==> src/rtl/reg_16bit_file_dump.sv <==
// Halt-time register-file dumper: reads the file pairwise through the A/B read
// ports and streams every word (with its index) over a valid/ready output.
module reg_16bit_file_dump #(
  parameter int DATA_W = 16,
  parameter int ADDR_W = 4
) (
  input  logic              clk,
  input  logic              rst,
  input  logic              start,
  output logic              busy,
  output logic              wr_hold,
  output logic              done,
  output logic [ADDR_W-1:0] AddrA,
  output logic [ADDR_W-1:0] AddrB,
  input  logic [DATA_W-1:0] BusA,
  input  logic [DATA_W-1:0] BusB,
  output logic [DATA_W-1:0] dout,
  output logic [ADDR_W-1:0] dout_addr,
  output logic              dout_valid,
  input  logic              dout_ready,
  output logic [DATA_W-1:0] checksum
);

  // Handshake: a word transfers on any cycle where dout_valid && dout_ready.
  // Once raised, dout_valid holds with dout/dout_addr stable until that
  // transfer; dout_ready while dout_valid is low is ignored.

  typedef enum logic [2:0] {
    IDLE   = 3'd0,
    FETCH  = 3'd1,
    SEND_A = 3'd2,
    SEND_B = 3'd3,
    DONE   = 3'd4
  } state_t;

  localparam int K_W = ADDR_W - 1;
  localparam logic [K_W-1:0] K_LAST = '1;

  state_t            state;
  state_t            state_n;
  logic [K_W-1:0]    k;
  logic [DATA_W-1:0] buf_a;
  logic [DATA_W-1:0] buf_b;
  logic              hs;

  always_comb begin
    state_n = state;
    case (state)
      IDLE:    if (start) state_n = FETCH;
      FETCH:   state_n = SEND_A;
      SEND_A:  if (dout_ready) state_n = SEND_B;
      SEND_B:  if (dout_ready) state_n = (k == K_LAST) ? DONE : FETCH;
      DONE:    state_n = IDLE;
      default: state_n = IDLE;
    endcase
  end

  always_comb begin
    busy       = 1'b0;
    done       = 1'b0;
    AddrA      = '0;
    AddrB      = '0;
    dout       = '0;
    dout_addr  = '0;
    dout_valid = 1'b0;
    case (state)
      FETCH: begin
        busy  = 1'b1;
        AddrA = {k, 1'b0};
        AddrB = {k, 1'b1};
      end
      SEND_A: begin
        busy       = 1'b1;
        dout       = buf_a;
        dout_addr  = {k, 1'b0};
        dout_valid = 1'b1;
      end
      SEND_B: begin
        busy       = 1'b1;
        dout       = buf_b;
        dout_addr  = {k, 1'b1};
        dout_valid = 1'b1;
      end
      DONE:    done = 1'b1;
      default: ;
    endcase
    wr_hold = busy;
  end

  assign hs = dout_valid && dout_ready;

  always_ff @(posedge clk) begin
    if (rst) begin
      state    <= IDLE;
      k        <= '0;
      buf_a    <= '0;
      buf_b    <= '0;
      checksum <= '0;
    end else begin
      state <= state_n;
      case (state)
        IDLE: begin
          if (start) begin
            k        <= '0;
            checksum <= '0;
          end
        end
        FETCH: begin
          buf_a <= BusA;
          buf_b <= BusB;
        end
        SEND_B: begin
          if (dout_ready && (k != K_LAST)) k <= k + 1'b1;
        end
        default: ;
      endcase
      // Clear-on-start and a handshake can never fall in the same cycle.
      if (hs) checksum <= checksum + dout;
    end
  end

endmodule

==> config.mk <==
export PLATFORM = sky130hd
export DESIGN_NAME = reg_16bit_file_dump
export DESIGN_NICKNAME = d
export VERILOG_FILES = /design/src/rtl/reg_16bit_file_dump.sv
export SDC_FILE = /design/constraint.sdc
export NUM_CORES = 1
export LEC_CHECK = 0
export CAP_MARGIN = 20
export CORE_ASPECT_RATIO = 1.4
export CORE_MARGIN = 2
export CORE_UTILIZATION = 48
export CTS_CLUSTER_DIAMETER = 60
export DETAILED_ROUTE_END_ITERATION = 6
export HOLD_SLACK_MARGIN = 0.05
export PLACE_DENSITY = 0.8
export SYNTH_ARGS = -nofsm -noshare
export SYNTH_HDL_FRONTEND = slang
export SYNTH_SLANG_ARGS = --single-unit
==> constraint.sdc <==
create_clock -name clk -period 4.25 [get_ports clk]
set_clock_uncertainty 0.15 [all_clocks]
set_input_delay 0.6375 -clock clk [delete_from_list [all_inputs] [get_ports clk]]
set_output_delay 0.6375 -clock clk [all_outputs]
set_load 0.05 [all_outputs]
==> flow_summary_export.csv, run 1 <==
group,metric,value,unit
status,status,"finished, final reports clean",
synth,yosys_warnings,0,
job,cap_violations,0,
cts,clockRootBuffer,"clkbuf_8",
global_route,antenna_found_initial,0,
final_layout,syn2layout_area_growth,28.11,%
synth,yosys.cell_types.count,59,
power_and_ir_drop,p_comb_frac,0.178,
cts,ctsHoldBuffers,0,
power_and_ir_drop,seqPwrFrac,0.515,
critical_path,cp-start-kind,"flop",
final_layout,post_route_cells_drive_above_1_share,0.05479,
global_route,grt_usage,0.2134,
synth,synth.cell_area,0.003053,mm^2
synth,synth_top_area_share,0.3541,
synth,yosysSeqAreaShare,0.3541,
timing,worst_pin_slew,1049,ps
power_and_ir_drop,power_leakage,1.502,nW
synth,ys_seq_elements,54,
floorplanning,core,0.006168,mm^2
route,routed_wl,7373,um
global_route,grt_pass1_vias,2633,
synth,synthTopCellsByArea,"dfxtp_1 35%, nand2_1 10%, a21oi_1 7.7%, ha_1 7.0%, a22o_1 4.6%",
final_layout,post-route-cell-area,0.003911,mm^2
cts,cts_buffer_depth,2,
power_and_ir_drop,p_sw,0.0003119,W
critical_path,critPathKind,"flop to output port",
timing,max_slew_margin,0.2978,
synth,syn_avg_cell_area,8.207,um^2
synth,yosys_most_used_dff,"dfxtp_1",
route,drc,0,
critical_path,critical_path.max_stage_delay,850,ps
cts,ctsResizeCount,0,
power_and_ir_drop,p_sw_frac,0.2963,
route,initialDrtViolationCount,141,
floorplanning,die_w,71.40,um
synth,yosys.area.top_type,"dfxtp_1",
critical_path,path_buf_inv,1,
synth,synth_commonest_cells,"82 x nand2_1, 54 x dfxtp_1, 47 x a21oi_1",
floorplanning,dieArea,0.007023,mm^2
route,dr.pass1.iters,4,
global_route,overflow,0,
placement,placed_area,0.003809,mm^2
cts,clk_latency,310,ps
floorplanning,io_pins,84,
route,via_per_inst,5.465,
timing,slew_violations,0,
floorplanning,fp.dieH,98.37,um
placement,portBuffers,82,
hold_path,hp-class,"flop to flop",
cts,cts_setup_buffers,0,
critical_path,critPathTopFamily,"simple AND/OR/NAND/NOR gates",
global_route,grt_max_degree,38,
critical_path,crit_slowest_cell,"clkdlybuf4s50_1",
critical_path,required,3460,ps
critical_path,path_max_fanout,15,
timing,final.setup.tns,0,ps
cts,clkSlewWorstSetupHoldPaths,110,ps
timing,fin_crit,3700,ps
power_and_ir_drop,internal_power,0.0007408,W
critical_path,cp_cell_sequence,"nand2b_4 -> nor2_1 -> a22o_1 -> clkdlybuf4s50_1",
critical_path,r2r_slack,580,ps
timing,finalSetupViolCount,0,
synth,async_flop_share,0,
final_layout,diodes,0,
placement,gp_congestion,0.8800,
synth,synthCells,372,
timing,clock.fmax,270.3,MHz
route,ant_nets,0,
cts,cts_tree,"yes",
synth,synth.net_count,426,
cts,cts_buffers,5,
synth,synth_edf_count,0,
final_layout,nets,491,
placement,dp_hpwl,5573,um
power_and_ir_drop,ir_drop,0.1947,mV
global_route,grt_first_pass_wirelength,12210,um
power_and_ir_drop,clockPowerShare,0.307,
cts,cts_sinks,54,
critical_path,cp.arrival,2910,ps
synth,synth_most_common_cell,"nand2_1",
timing,rsz0062_at_grt,"false",
route,wl_per_cell,14.46,um
cts,htreeDepth,2,
timing,period_share,0.8705,
critical_path,end_kind,"output port",
timing,hold_violations,0,
floorplanning,start_util,0.4949,
power_and_ir_drop,powerDensity,269.1,mW/mm^2
floorplanning,num_rows,34,
route,vias,2787,
[power groups by stage]
stage	clock network [W]	logic, W	registers [W]
floorplan	0	0.000128	0.000550
global placement	0	0.000185	0.000553
detailed placement	0	0.000187	0.000554
CTS	0.000330	0.000188	0.000542
global route	0.000343	0.000204	0.000546
finish	0.000323	0.000187	0.000543
[cell type report]
type	count	area (um^2)
Clock buffer	6	82.58
Tap cell	72	90.09
Fill cell	557	2257
Multi-Input combinational cell	284	1768
Sequential cell	54	1081
Clock inverter	2	20.02
Timing Repair Buffer	85	843.3
Inverter	7	26.28
[layout by cell type, fill, tap and decap left out, types with 5 or more instances in the layout]
master           instances
nor2_1                  17
inv_1                    5
nand3_1                  7
ha_1                    17
a22oi_1                  7
nand2_1                 82
dfxtp_1                 54
a21o_1                   6
and2_1                   9
clkbuf_8                 6
a22o_1                  16
o21ai_0                  8
a21oi_1                 47
clkdlybuf4s50_1         82
xnor2_1                  7
[worst paths after layout]
kind                               start                   endpoint  depth (start not counted)
setup / recovery   state[1]$_SDFFE_PP0P_                    dout[1]                          4
setup reg to reg   state[1]$_SDFFE_PP0P_  checksum[14]$_SDFFE_PP0P_                         11
hold reg to reg   buf_b[13]$_SDFFE_PP0P_     buf_b[13]$_SDFFE_PP0P_                          2
hold / removal    buf_b[13]$_SDFFE_PP0P_     buf_b[13]$_SDFFE_PP0P_                          2
[cells by family after synthesis]
group	count (synthesis)	share of synthesized area
buffers and inverters	34	0.06680
adder cells (fa/ha/maj)	18	0.07623
XOR/XNOR	9	0.02582
flip-flops	54	0.3541
other	1	0.001228
AND/OR/NAND/NOR	138	0.2086
multiplexers	2	0.006558
AO/OA/AOI/OAI	116	0.2607
[worst min-delay path: stages, from the launching register on]
cell,delay (ps)
dfxtp_1,320
nand2_1,50
a21oi_1,50
[registers in the layout (all words and copies together) (netlist names)]
register / cells
checksum: 16
state: 3
buf_a: 16
k: 3
buf_b: 16
[per-stage QoR]
| stage | std cells | power [W] | hold WS [ps] | setup slack (ps) | util |
|---|---|---|---|---|---|
| 3_5_place_dp | 502 | 0.0007412 | 298.3 | 634.2 | 0.6174 |
| 4_1_cts | 510 | 0.001060 | 313.1 | 540.5 | 0.6341 |
| 5_1_grt | 510 | 0.001093 | 326.4 | 237.5 | 0.6341 |
| 3_3_place_gp | 502 | 0.0007376 | 292.1 | 678.1 | 0.6174 |
| 2_1_floorplan | 372 | 0.0006787 | 285.7 | 333.5 | - |
| 6_report | 510 | 0.001053 | 311.6 | 550.3 | 0.6341 |
[layer usage]
metal  vias up  wire [um]  track usage
met5         -          0            0
met4         0        139      0.07837
met3        12        247      0.03199
met2        70       3655       0.3533
met1      1272       3330       0.2783
li1       1433          -            -
(Power assumes the default switching activity.)
==> run 2: changes to the inputs <==
Settings changed: SLEW_MARGIN set to 10.
==> results of run 2 <==
Final layout, timing and power as in run 1 (identical DEF).
==> run 3: changes to the inputs <==
Settings changed: CORE_UTILIZATION 48 to 63, DONT_BUFFER_PORTS set to 1, PLACE_DENSITY 0.8 to 0.79.
==> flow_summary_export.csv, run 3 (same netlist as run 1, synthesis figures left out) <==
group,metric,value,unit
status,status,"finished, final reports clean",
cts,cts_buffer_depth,2,
floorplanning,io_pins,84,
final_layout,syn2layout_area_growth,4.467,%
placement,portBuffers,0,
floorplanning,num_rows,30,
timing,hold_violations,0,
critical_path,critical_path.max_stage_delay,620,ps
cts,cts_buffers,5,
final_layout,nets,425,
timing,max_slew_margin,0.2836,
timing,final.setup.tns,0,ps
final_layout,layout_commonest_cell,"nand2_1",
critical_path,path_buf_inv,0,
critical_path,cp_cell_sequence,"nand2_1 -> nor2_2 -> a22o_1 -> ha_1 -> fa_1 -> a21oi_1 -> o211a_1 -> o31ai_1 -> o311a_1 -> a2111oi_0 -> o31ai_1",
floorplanning,fp.dieH,86.37,um
critical_path,end_kind,"flop",
final_layout,final_util,0.6690,
floorplanning,die_w,62.84,um
timing,finalSetupViolCount,0,
power_and_ir_drop,ir_drop,0.2317,mV
route,routed_wl,6761,um
hold_path,hp-class,"input port to flop",
power_and_ir_drop,power_leakage,1.283,nW
placement,placed_area,0.003095,mm^2
global_route,antenna_found_initial,0,
cts,clockRootBuffer,"clkbuf_8",
timing,fin_crit,3500,ps
power_and_ir_drop,powerDensity,304.1,mW/mm^2
global_route,overflow,0,
route,vias,2563,
final_layout,multiInputGateArea,0.001773,mm^2
timing,slew_violations,0,
cts,htreeDepth,2,
critical_path,worstRegToRegCells,11,
route,ant_nets,0,
critical_path,r2r_slack,750,ps
floorplanning,dieArea,0.005427,mm^2
timing,clock.fmax,285.7,MHz
final_layout,post-route-cell-area,0.003189,mm^2
critical_path,critPathKind,"flop to flop",
critical_path,crit_slowest_cell,"nor2_2",
cts,ctsResizeCount,0,
cts,cts_setup_buffers,0,
global_route,grt_pass1_vias,2190,
cts,cts_sinks,54,
cts,ctsHoldBuffers,0,
hold_path,min_from,"rst",
critical_path,r2r-end,"checksum[14]$_SDFFE_PP0P_",
route,via_per_inst,5.892,
cts,cts_tree,"yes",
global_route,grt_max_degree,48,
final_layout,num-fill-cells,434,
timing,worst_pin_slew,1071,ps
route,initialDrtViolationCount,193,
final_layout,post_route_cells_drive_above_1_share,0.1105,
critical_path,required,4320,ps
global_route,grt_usage,0.2453,
route,wl_per_cell,15.54,um
timing,period_share,0.8234,
critical_path,path_max_fanout,18,
critical_path,cp-start-kind,"flop",
final_layout,reg.largest.list,"buf_a (16), buf_b (16), checksum (16)",
floorplanning,core,0.004767,mm^2
critical_path,cp_common_cell,"o31ai_1",
timing,rsz0062_at_grt,"false",
floorplanning,start_util,0.6404,
placement,dp_hpwl,5057,um
critical_path,cp.arrival,3570,ps
critical_path,startpoint,"state[1]$_SDFFE_PP0P_",
global_route,grt_first_pass_wirelength,10750,um
cts,clkSlewWorstSetupHoldPaths,100,ps
critical_path,reg2reg_from,"state[1]$_SDFFE_PP0P_",
final_layout,regArea,0.001081,mm^2
critical_path,critPathTopFamily,"compound AO/OA/AOI/OAI gates",
cts,clk_latency,310,ps
final_layout,final_cell_mix,"82 x nand2_1, 54 x dfxtp_1, 47 x a21oi_1",
hold_path,whs_path_depth,1,
placement,gp_congestion,0.9290,
final_layout,diodes,0,
job,cap_violations,0,
route,dr.pass1.iters,4,
route,drc,0,
hold_path,min_to,"checksum[6]$_SDFFE_PP0P_",
run 3: changes by cell type in the layout (fill, tap and decap cells not counted):
| cell | previous run | this run |
|---|---|---|
| clkdlybuf4s50_1 | 82 | 0 |
| buf_4 | 3 | 19 |
| clkbuf_8 | 6 | 5 |
| inv_8 | 1 | 0 |
| nor2_2 | 0 | 2 |
| nor2_1 | 17 | 15 |
| inv_6 | 1 | 2 |
run 3: worst max path at each step:
stage	endpoint	cells past startpoint
2_1_floorplan	checksum[15]$_SDFFE_PP0P_	12
3_3_place_gp	checksum[14]$_SDFFE_PP0P_	11
3_5_place_dp	checksum[15]$_SDFFE_PP0P_	10
4_1_cts	checksum[14]$_SDFFE_PP0P_	11
5_1_grt	checksum[11]$_SDFFE_PP0P_	10
6_report	checksum[14]$_SDFFE_PP0P_	11
run 3: per-stage QoR:
stage                     total power, W  worst slack (ps)  hold slack (ps)  std cells
after floorplan                0.0006787             333.5            285.7        372
after global placement         0.0006872             648.8            286.8        427
after detailed placement       0.0006900             595.6            290.2        427
after CTS                      0.0009742             558.8            235.4        434
after global routing            0.001011             534.0            217.4        435
final                          0.0009700             750.4            235.5        435
run 3: layer usage:
layer  up-vias  routed length [um]  global-route usage
met3         8                 422             0.06364
met5         -                   0                   0
met1      1181                2981              0.3230
met4         0                  91             0.06667
li1       1306                   -                   -
met2        68                3265              0.4008
run 3: power breakdown:
part | internal (W) | switching (W) | total [W]
registers | 0.000528 | 0.0000167 | 0.000545
logic | 0.0000362 | 0.0000980 | 0.000134
clock network | 0.000117 | 0.000174 | 0.000291
run 3: final cells by class:
class	count	area share
Clock buffer	5	0.02158
Inverter	7	0.008239
Clock inverter	2	0.005492
Sequential cell	54	0.3390
Multi-Input combinational cell	284	0.5559
Tap cell	64	0.02511
Timing Repair Buffer	19	0.04472
==> patch 1: new RTL, config.mk and constraints of run 2 <==
The parameter `ADDR_W` goes from 4 to 2.
--- a/src/rtl/reg_16bit_file_dump.sv
+++ b/src/rtl/reg_16bit_file_dump.sv
@@ -2,7 +2,7 @@
 // ports and streams every word (with its index) over a valid/ready output.
 module reg_16bit_file_dump #(
   parameter int DATA_W = 16,
-  parameter int ADDR_W = 4
+  parameter int ADDR_W = 2
 ) (
   input  logic              clk,
   input  logic              rst,
Interface: changed (resized AddrA, AddrB and dout_addr); port bits go from 84 to 78. The function was not compared with the original's and may differ.
==> patch 1 against run 2 <==
  * Setup slack better by 0.40 ns
  * Die area shrank 6.5%
  * Design area is 5.0% lower
  * Wire length decreased by 5.2%
  * Synthesized area fell by 6.8%
  * Global-route usage is 0.43 points higher
  * Power grew 0.58%
  * Count of clock-buffer cells in the layout did not move
  * Worst hold slack worse by 0.0038 ns
  * Non-clock buffer count shrank 6
  * Synthesized cell count down 3.2%
  * Sequential share of layout area grew 0.37 points
  * Sequential cell count shrank 2
==> patch 1: results (changes against run 2) <==
Final Wtd Congestion=0.7947 (-9.7%); top post-synthesis cells by area=dfxtp_1 (37%), nand2_1 (11%), a21oi_1 (7.4%); first-pass GRT wire length=11.63 mm (-4.8%); Leakage=1.418 nW (-5.6%); non-clock buffer count=79 (-7.1%); Synth Area in Compound Gates=0.1979 (-0.06277); met3 wire len=237 um (-4.0%); Layout Nets=475 (-3.3%); status=completed; GRT met1 Usage=0.2469 (-0.03142); routed via count divided by cell count=5.502 (+0.68%); top cells by count, synth=nand2_1 (80), dfxtp_1 (52), a21oi_1 (42); fraction of the mapped netlist area in adder cells=0.07300 (-0.003230); vias=2718 (-2.5%); routed length per placed instance=14.15 um (-2.1%); syn avg cell area=7.903 sq um (-3.7%); Max VDD drop=0.2830 mV (+45%); Worst slew margin=0.3566 (+0.05879); fillcell total=522 (-6.3%); met3 GRT Util=0.03277 (+0.0007778); WL met1=2.923 mm (-12%); clk_lat worst skew=0.31 ns (about the same); layout cells sized above 1=0.04717 (-0.007625); flops & latches, synth=52 (-3.7%); Clock buffers and inverters, area share=0.02694 (+0.0007044); Placed Area=0.003616 sq mm (-5.1%); Multi-In Gates=278 (-2.1%); largest net degree at the start of global routing=46 (+21%); Place WS=1.072 ns (+0.4375 ns); Initial DRC Count=120 (-15%); Met2 Routed Length=3.614 mm (-1.1%); Non-clock buffer share=0.2135 (-0.002143); Worst Path Arrival=2.52 ns (-0.39 ns); die area=0.006568 sq mm (-6.5%); Post-DP HPWL=5.379 mm (-3.5%); I/O Buffers=76 (-7.3%); overall power=1.059 mW (+0.58%); post-synthesis mux area share=0.05673 (+0.05017); Seq/total area=0.2801 (+0.003743); GRT Overall Usage=0.2178 (+0.004316); fraction of area in multi-input gates=0.4488 (-0.003194); sequential fraction of the synthesis area=0.3659 (+0.01178)
==> patch 1: cell types whose count changed in the layout (fill, tap and decap cells not counted), sizes merged, moves of 4 or more <==
cell                  run 2  this run
or3                       0         4
nand2b                    6         2
a22o                     16         2
mux2i                     2        15
clkdlybuf4s50            82        75
a21o                      6         1
a21oi                    49        43
and2                      9         5
nor2                     17        35
==> patch 1: critical path, delay by kind of cell (launching register included) <==
| family | cells | cell delay (ns) |
|---|---|---|
| AND/OR/NAND/NOR | 2 | 0.50 |
| buffers and inverters | 3 | 1.22 |
| flip-flops | 1 | 0.48 |
==> patch 1: worst paths after layout <==
path,startpoint,endpoint,slack (ns),cells after the start
worst min-delay path,buf_a[6],buf_a[6],0.31,2
worst min register to register,buf_a[6],buf_a[6],0.31,2
worst max-delay path,state[1],dout[15],0.95,5
worst max register to register,state[2],checksum[10],1.02,10
==> patch 1: power breakdown <==
group          internal [mW]  switching [mW]
combinational         0.0891           0.129
sequential             0.512          0.0198
clock                  0.137           0.172
==> patch 2: new RTL, flow settings as in run 2 <==
Without the edit above. Make the reset (`rst`) asynchronous in one clocked block.
--- a/src/rtl/reg_16bit_file_dump.sv
+++ b/src/rtl/reg_16bit_file_dump.sv
@@ -89,7 +89,7 @@
 
   assign hs = dout_valid && dout_ready;
 
-  always_ff @(posedge clk) begin
+  always_ff @(posedge clk or posedge rst) begin
     if (rst) begin
       state    <= IDLE;
       k        <= '0;
Behaviour: differs if rst is asserted again (counterexample within 4 cycles, from zero or initial values and one cycle with rst high); with rst held inactive, the same outputs for 10 cycles.
==> patch 2 against run 2 <==
  * Global-route usage increased by 0.18 points
  * Setup slack improved by 0.0022 ns
  * Design area increased by 3.8%
  * Sequential cell count unchanged
  * Synthesized area increased by 1.4%
  * Wire length decreased by 1.4%
  * Highest routed layer unchanged
  * Critical path type is now reg2reg
  * Synthesized cell count decreased by 22%
Power is left out: the tool's default activity adds up to more than one toggle a clock period on the data nets, which glitch-free logic cannot reach.
==> patch 2: results (changes against run 2) <==
GR Util met2=0.3547 (+0.001425); Worst-Margin Slew=0.7170 ns (-0.3324 ns); post-synthesis mux area share=0.1233 (+0.1168); Syn Inst Count=289 (-22%); placed insts=428 (-15%); WL met1=3.091 mm (-7.2%); Synth Area in Compound Gates=0.1868 (-0.07384); first-pass GRT wire length=12.02 mm (-1.6%); top_reg_cell synth=dfrtp_1; Post-Syn Nets=343 (-19%); Inverters=6 (-1); Place WS=0.6234 ns (-0.01073 ns); Clock buffers and inverters, area share=0.02620 (-0.00002938); top post-synthesis cells by area=dfrtp_1 (44%), mux2_2 (12%), ha_1 (6.9%); Critical Path Max Stage Delay=0.63 ns (-0.22 ns); number of library cell types mapped by synthesis=51 (-14%); crit path max-delay cell type=and2_1; fraction of the mapped netlist area in adder cells=0.07521 (-0.001017); Seq/total area=0.3329 (+0.05653); top cells by count, synth=dfrtp_1 (54), mux2_2 (33), nand2_1 (29); non-clock buffer count=86 (+1.2%); area of the multi-input gates=0.001625 sq mm (-8.1%); CP Max Fanout=19 (+4); largest net degree at the start of global routing=35 (-7.9%); Worst Path Arrival=3.75 ns (+0.84 ns); layout cells sized above 1=0.1456 (+0.09081); Synth Area in XOR/XNOR=0.02831 (+0.002486); FF-to-FF setup slack=0.55 ns (-0.03 ns); Post-DP HPWL=5.659 mm (+1.5%); Post-Layout Cell Count=436 (-15%); routed length per placed instance=16.68 um (+15%); Layout Nets=417 (-15%); Met2 Routed Length=3.632 mm (-0.63%); status=completed; GRT met1 Usage=0.2884 (+0.01006); GRT Overall Usage=0.2152 (+0.001796); fillcell total=494 (-11%); Clock Pin Slew Worst Setup and Hold Paths=0.09 ns (-0.02 ns); vias in the first global route=2431 (-7.7%); Hold Slack=0.3630 ns (+0.05146 ns); met3 GRT Util=0.02761 (-0.004384); Multi-In Gates=210 (-26%); met3 wire len=360 um (+46%); routed via count divided by cell count=5.750 (+5.2%)
patch 2: changes by cell type after synthesis, moves of 4 or more:
cell,delta
clkbuf_1,-4
a22oi_1,-7
dfrtp_1,+54
buf_4,-4
dfxtp_1,-54
o21ai_0,+9
nand2_1,-53
buf_6,-4
mux2_2,+33
xor2_1,+4
nor2_1,-9
a21oi_1,-35
patch 2: metrics by stage:
step           instance area (sq um)    util
3_3_place_gp                    3933  0.6332
5_1_grt                         4059  0.6535
3_5_place_dp                    3953  0.6364
2_1_floorplan                   3094       -
4_1_cts                         4059  0.6535
6_report                        4059  0.6535
patch 2: final timing paths:
| check | endpoint | startpoint | cells past startpoint |
|---|---|---|---|
| min reg2reg | buf_b[3] | buf_b[3] | 1 |
| min in group asynchronous | buf_b[13] | rst | 2 |
| max reg2reg | checksum[13] | state[2] | 10 |
| max | checksum[13] | state[2] | 10 |
| min | buf_b[3] | buf_b[3] | 1 |
| max in group asynchronous | buf_a[15] | rst | 4 |
